**config.mk**
```make
export PLATFORM = sky130hd
export DESIGN_NAME = lcd_string_writer
export DESIGN_NICKNAME = d
export VERILOG_FILES = /design/src/rtl/lcd_pkg.sv /design/src/rtl/lcd_byte_tx.sv /design/src/rtl/lcd_string_writer.sv
export SDC_FILE = /design/constraint.sdc
export NUM_CORES = 1
export LEC_CHECK = 0
export ABC_AREA = 1
export CAP_MARGIN = 20
export CORE_MARGIN = 2
export CORE_UTILIZATION = 45
export DETAILED_ROUTE_END_ITERATION = 6
export MAX_ROUTING_LAYER = met4
export PLACE_DENSITY = 0.69
export SLEW_MARGIN = 10
export SYNTH_ARGS = -nofsm -noshare
export SYNTH_HDL_FRONTEND = slang
export SYNTH_HIERARCHICAL = 1
export SYNTH_SLANG_ARGS = --single-unit
```
**constraint.sdc**
```tcl
create_clock -name clk -period 2 [get_ports clk]
set_input_delay 0.4 -clock clk [delete_from_list [all_inputs] [get_ports clk]]
set_output_delay 0.4 -clock clk [all_outputs]
set_load 0.005 [all_outputs]
```
**src/rtl/lcd_pkg.sv**
```systemverilog
// lcd_pkg: HD44780 command codes, writer/transmitter state types and init ROM
package lcd_pkg;
    localparam logic [7:0] LCD_FUNC_SET = 8'h38;
    localparam logic [7:0] LCD_DISP_ON  = 8'h0C;
    localparam logic [7:0] LCD_CLEAR    = 8'h01;
    localparam logic [7:0] LCD_ENTRY    = 8'h06;
    localparam logic [7:0] LCD_LINE1    = 8'h80;
    localparam logic [7:0] LCD_LINE2    = 8'hC0;
    localparam logic [7:0] LCD_BLANK    = 8'h20;

    typedef enum logic [2:0] {PWR_WAIT, INIT, IDLE, ADDR, CHARS} lcd_state_t;
    typedef enum logic [1:0] {TX_IDLE, TX_SETUP, TX_PULSE, TX_WAIT} tx_phase_t;

    function automatic logic [7:0] init_byte(input logic [2:0] step);
        return step <= 3'd1 ? LCD_FUNC_SET :
               step == 3'd2 ? LCD_DISP_ON  :
               step == 3'd3 ? LCD_CLEAR    : LCD_ENTRY;
    endfunction
endpackage

```
**src/rtl/lcd_byte_tx.sv**
```systemverilog
// lcd_byte_tx: one LCD bus write (setup cycle, E pulse, post-byte wait)
module lcd_byte_tx
    import lcd_pkg::*;
#(
    parameter int E_PULSE_CYC    = 12,
    parameter int CMD_WAIT_CYC   = 2500,
    parameter int CLEAR_WAIT_CYC = 82000,
    parameter int CW             = 20
) (
    input  logic       clk,
    input  logic       rst_n,
    input  logic       start,
    input  logic [7:0] byte_val,
    input  logic       rs,
    input  logic       is_clear,
    output logic       busy,
    output logic       done,
    output logic [7:0] lcd_data,
    output logic       lcd_rs,
    output logic       lcd_e
);
    localparam logic [CW-1:0] E_LAST     = CW'(E_PULSE_CYC - 1);
    localparam logic [CW-1:0] CMD_LAST   = CW'(CMD_WAIT_CYC - 1);
    localparam logic [CW-1:0] CLEAR_LAST = CW'(CLEAR_WAIT_CYC - 1);

    tx_phase_t     phase;
    logic [CW-1:0] cnt;
    logic          clr;

    assign busy = phase != TX_IDLE;
    // done marks the last wait cycle so the next byte's setup follows with no gap
    assign done = phase == TX_WAIT && cnt == (clr ? CLEAR_LAST : CMD_LAST);

    // byte sequencer: accept, setup, E high, then hold bus through the wait
    always_ff @(posedge clk) begin
        if (!rst_n) begin
            phase    <= TX_IDLE;
            cnt      <= '0;
            clr      <= 1'b0;
            lcd_data <= 8'h00;
            lcd_rs   <= 1'b0;
            lcd_e    <= 1'b0;
        end else if (start && (!busy || done)) begin
            phase    <= TX_SETUP;
            cnt      <= '0;
            clr      <= is_clear;
            lcd_data <= byte_val;
            lcd_rs   <= rs;
            lcd_e    <= 1'b0;
        end else begin
            case (phase)
                TX_SETUP: begin
                    phase <= TX_PULSE;
                    lcd_e <= 1'b1;
                end
                TX_PULSE: begin
                    cnt   <= cnt == E_LAST ? '0 : cnt + 1'b1;
                    phase <= cnt == E_LAST ? TX_WAIT : TX_PULSE;
                    lcd_e <= cnt != E_LAST;
                end
                TX_WAIT: begin
                    cnt   <= cnt + 1'b1;
                    phase <= done ? TX_IDLE : TX_WAIT;
                end
                default: phase <= TX_IDLE;
            endcase
        end
    end
endmodule

```
**src/rtl/lcd_string_writer.sv**
```systemverilog
// lcd_string_writer: HD44780 init, then rewrites line 1 whenever the input string changes
module lcd_string_writer
    import lcd_pkg::*;
#(
    parameter int INIT_WAIT_CYC  = 750000,
    parameter int E_PULSE_CYC    = 12,
    parameter int CMD_WAIT_CYC   = 2500,
    parameter int CLEAR_WAIT_CYC = 82000
) (
    input  logic         clk,
    input  logic         rst_n,
    input  logic [127:0] str,
    output logic [7:0]   lcd_data,
    output logic         lcd_rs,
    output logic         lcd_rw,
    output logic         lcd_e,
    output logic         ready,
    output logic         frame_done
);
    localparam int CW = $clog2((INIT_WAIT_CYC > CLEAR_WAIT_CYC ? INIT_WAIT_CYC : CLEAR_WAIT_CYC) + 1);
    localparam logic [CW-1:0] P_LAST = CW'(INIT_WAIT_CYC - 1);

    lcd_state_t    state;
    logic [CW-1:0] pcnt;
    logic [2:0]    step;
    logic [3:0]    col;
    logic          last;
    logic          dirty;
    logic [127:0]  snapshot;
    logic          busy;
    logic          done;
    logic          start;
    logic [7:0]    tx_byte;
    logic          tx_rs;

    assign lcd_rw = 1'b0;

    // next byte to send; last holds off issuing while the final byte of a sequence drains
    always_comb begin
        tx_byte = state == INIT ? init_byte(step) : state == ADDR ? LCD_LINE1 : snapshot[{~col, 3'b000} +: 8];
        tx_rs   = state == CHARS;
        start   = (state == INIT || state == ADDR || state == CHARS) && !last && (!busy || done);
    end

    lcd_byte_tx #(
        .E_PULSE_CYC   (E_PULSE_CYC),
        .CMD_WAIT_CYC  (CMD_WAIT_CYC),
        .CLEAR_WAIT_CYC(CLEAR_WAIT_CYC),
        .CW            (CW)
    ) u_tx (
        .clk     (clk),
        .rst_n   (rst_n),
        .start   (start),
        .byte_val(tx_byte),
        .rs      (tx_rs),
        .is_clear(!tx_rs && tx_byte == LCD_CLEAR),
        .busy    (busy),
        .done    (done),
        .lcd_data(lcd_data),
        .lcd_rs  (lcd_rs),
        .lcd_e   (lcd_e)
    );

    // top-level sequencing: power wait, init bytes, then one frame per string change
    always_ff @(posedge clk) begin
        if (!rst_n) begin
            state      <= PWR_WAIT;
            pcnt       <= '0;
            step       <= '0;
            col        <= '0;
            last       <= 1'b0;
            dirty      <= 1'b1;
            snapshot   <= {16{LCD_BLANK}};
            ready      <= 1'b0;
            frame_done <= 1'b0;
        end else begin
            frame_done <= 1'b0;
            case (state)
                PWR_WAIT: begin
                    pcnt  <= pcnt + 1'b1;
                    state <= pcnt == P_LAST ? INIT : PWR_WAIT;
                end
                INIT: begin
                    if (start) begin
                        step <= step + 3'd1;
                        last <= step == 3'd4;
                    end else if (last && done) begin
                        last  <= 1'b0;
                        ready <= 1'b1;
                        state <= IDLE;
                    end
                end
                IDLE: begin
                    if (dirty || str != snapshot) begin
                        snapshot <= str;
                        dirty    <= 1'b0;
                        ready    <= 1'b0;
                        state    <= ADDR;
                    end
                end
                ADDR: begin
                    if (start) begin
                        col   <= '0;
                        state <= CHARS;
                    end
                end
                CHARS: begin
                    if (start) begin
                        col  <= col + 4'd1;
                        last <= col == 4'd15;
                    end else if (last && done) begin
                        last       <= 1'b0;
                        ready      <= 1'b1;
                        frame_done <= 1'b1;
                        state      <= IDLE;
                    end
                end
                default: state <= PWR_WAIT;
            endcase
        end
    end
endmodule

```
==> results.py <==
metrics = {
    "timing": {
        "maxSlewViolCount": 0,
        "slew_headroom": 0.614,
        "fin_worst_skew_ns": 0.0170,
        "finalCritPeriodShare": 1.11,
        "finalSetupViolCount": 153,
        "min_period_ns": 2.23,
        "worst_slew_pin_slew_ns": 0.577,
        "fin_ws_ns": -0.229,
        "max_freq_mhz": 449,
        "rsz0062_at_grt": "true",
        "hold_viol_final": 0,
    },
    "clock_network": {
        "numCtsBuffers": 17,
        "clkTransAtPathRegs_ns": 0.08,
        "cts_tree": "done",
        "htreeDepth": 4,
        "ctsHoldBuffers": 0,
        "cts.sinks": 195,
        "clkLatencyLatePin_ns": 0.46,
        "clock-root-buffer": "clkbuf_16",
        "clock_path_buffers": 2,
    },
    "critical_path": {
        "worstPathCellList": "clkdlybuf4s50_1 -> xnor2_1 -> nand2_1 -> nor2_1 -> nand3_1 -> nor2_2 -> nand2_2 -> nor2_4 -> nand2_4 -> nand2_8 -> buf_12 -> buf_12 -> clkbuf_16 -> o21ai_2 -> a21oi_1",
        "cp.arrival_ns": 2.61,
        "crit_path_end_kind": "flop",
        "crit_fanout": 6,
        "start_kind": "input pin",
        "cpPeakStageDelay_ns": 0.53,
        "critPathMostFrequentCell": "buf_12",
        "crit_required_ns": 2.38,
        "critPathKind": "input pin to flop",
        "cp_slowest_cell": "clkdlybuf4s50_1",
    },
    "pwr": {
        "leakage_nw": 7.78,
        "p_total_mw": 21.0,
        "intPower_mw": 12.7,
        "p_per_area_nw_per_um2": 1210,
        "switching_power_mw": 8.34,
        "p_comb_frac": 0.536,
        "pwr-share-clk": 0.175,
        "p_sw_frac": 0.397,
        "ir_drop_v": 0.000538,
        "p_seq_frac": 0.288,
    },
    "synth": {
        "synth_top_area_cell": "dfxtp_1",
        "synth_flop_cell": "dfxtp_1",
        "synth.area.top_cells": "dfxtp_1 34%, nand2_1 14%, a21oi_1 8.7%",
        "synth_top_area_share": 0.343,
        "postSynthCellCount": 1813,
        "synth_commonest_cells": "420 x nand2_1, 229 x inv_1, 199 x a21oi_1, 195 x dfxtp_1, 174 x nor2_1",
        "yosysSeqAreaShare": 0.343,
        "synth-edff-count": 0,
        "netlist_area_um2": 11400,
        "async_flop_share": 0,
        "ys_types": 44,
        "yosysWarnings": 6,
        "syn_avg_cell_area_um2": 6.28,
        "ys_ff_latch": 195,
        "yosysMostFrequentCell": "nand2_1",
        "synth_fp_nets": 1954,
    },
    "detailed_routing": {
        "vias": 13600,
        "via_per_inst": 5.42,
        "drc": 5,
        "postRouteAntennaNets": 0,
        "avgRoutedWirePerCell_um": 16.6,
        "firstDrtPassIters": 7,
        "drt_iter0_drc": 1025,
        "routed_wl_um": 41800,
    },
    "die": {
        "dieArea_um2": 26600,
        "ios": 143,
        "num_rows": 58,
        "die_width_um": 163,
        "die_h_um": 163,
        "coreArea_um2": 25000,
        "start_util": 0.455,
    },
    "placement": {
        "portBuffers": 141,
        "dpl_cell_area_um2": 14500,
        "dp.final_hpwl_um": 25800,
        "gp_congestion": 0.898,
    },
    "global_routing": {
        "grt_pass1_vias": 12000,
        "grt_first_pass_wirelength_um": 59900,
        "track_usage": 0.289,
        "grt_max_degree": 74,
        "overflow": 0,
        "grt_antenna_before_repair": 0,
    },
    "finish": {
        "finalInstanceArea_um2": 17400,
        "diodes": 0,
        "area_delta_synth_final_pct": 52.4,
        "drive_gt1_frac": 0.269,
        "nets": 2313,
        "fill_cells": 2028,
    },
    "run": {
        "maxCapViolCount": 0,
    },
    "outcome": {
        "status": "finished with violations",
        "violations": "design-rule violations, negative setup slack",
    },
    "hold_path": {
        "hold_path.class": "input pin to flop",
    },
}
## final cells by class
cell class / count / area, µm² / area share
Timing Repair Buffer: 419 / 4400 / 0.254
Clock inverter: 14 / 168 / 0.00966
Multi-Input combinational cell: 1277 / 6990 / 0.403
Tap cell: 330 / 413 / 0.0238
Clock buffer: 18 / 439 / 0.0253
Inverter: 262 / 1000 / 0.0577
Sequential cell: 195 / 3940 / 0.227
## path summary, 6_finish.rpt
path / startpoint / endpoint / slack [ns] / cells after the start
setup / recovery: str[108] / snapshot[28]$_SDFFE_PN0P_ / -0.23 / 15
setup reg to reg: snapshot[121]$_SDFFE_PN0P_ / snapshot[28]$_SDFFE_PN0P_ / -0.21 / 15
hold reg to reg: snapshot[77]$_SDFFE_PN1P_ / snapshot[77]$_SDFFE_PN1P_ / 0.47 / 2
hold / removal: rst_n / u_tx/lcd_data[6]$_SDFFE_PN0P_ / 0.24 / 3
## layout by cell type, fill, tap and decap left out, types with 41 or more instances in the layout
cell and instances:
nand2_1 369, inv_1 216, buf_4 202, dfxtp_1 172, a21oi_1 157, nor2_1 153
nand3_1 97, o21ai_0 92, dlygate4sd2_1 73, o21ai_1 71, clkdlybuf4s50_1 61, a21oi_2 41
## timing repair
action	CTS	global route
buffers inserted	32	18
pin swaps	43	74
endpoints found under the setup margin	173	177
resized for setup	193	241
cloned	13	23
## sequential cells by signal (all words and copies together), names as in the netlist
name           flops
snapshot         128
pcnt              20
u_tx/cnt          20
u_tx/lcd_data      8
col                4
state              3
step               3
u_tx/phase         2
dirty              1
frame_done         1
last               1
ready              1
u_tx/clr           1
u_tx/lcd_e         1
u_tx/lcd_rs        1
## worst max-delay path, delay by kind of cell
kind | cells | cell delay, ns
buffers and inverters | 4 | 0.96
AND/OR/NAND/NOR | 8 | 0.92
AO/OA/AOI/OAI | 2 | 0.17
XOR/XNOR | 1 | 0.14
## cells by family after synthesis
family          count (synthesis)  share of synthesized area
compound gates                433                      0.197
xor+xnor                       40                     0.0308
fa+ha+maj                      11                     0.0121
buf+inv                       343                      0.126
flops                         195                      0.343
mux                             1                   0.000879
other cells                     1                   0.000329
simple gates                  789                      0.290
## power groups by stage
stage               clock network [mW]  registers (mW)  logic (mW)
floorplan                            0            5.78        4.53
global placement                     0            5.93        7.32
detailed placement                   0            5.97        7.46
CTS                               3.66            5.93        9.17
global route                      3.81            6.18        12.1
finish                            3.68            6.06        11.3
## layer usage
layer | global-route usage | routed length (µm)
met4 | 0.107 | 1770
met1 | 0.369 | 17600
met5 | - | 0
met2 | 0.469 | 19500
met3 | 0.0376 | 2920
## metrics by stage
step                      worst slack [ns]  TNS (ns)  hold WS [ns]   util  instances
after detailed placement            -0.714    -88.64         0.444  0.578       2402
after floorplan                     0.0320         0         0.420      -       1813
final                               -0.229    -20.24         0.242  0.693       2515
after global placement              -0.636    -83.60         0.438  0.578       2402
after CTS                          -0.0881     -3.41         0.236  0.637       2479
after global routing                -0.381    -41.27         0.263  0.693       2515
No activity file was read; power rests on OpenSTA's default activity.
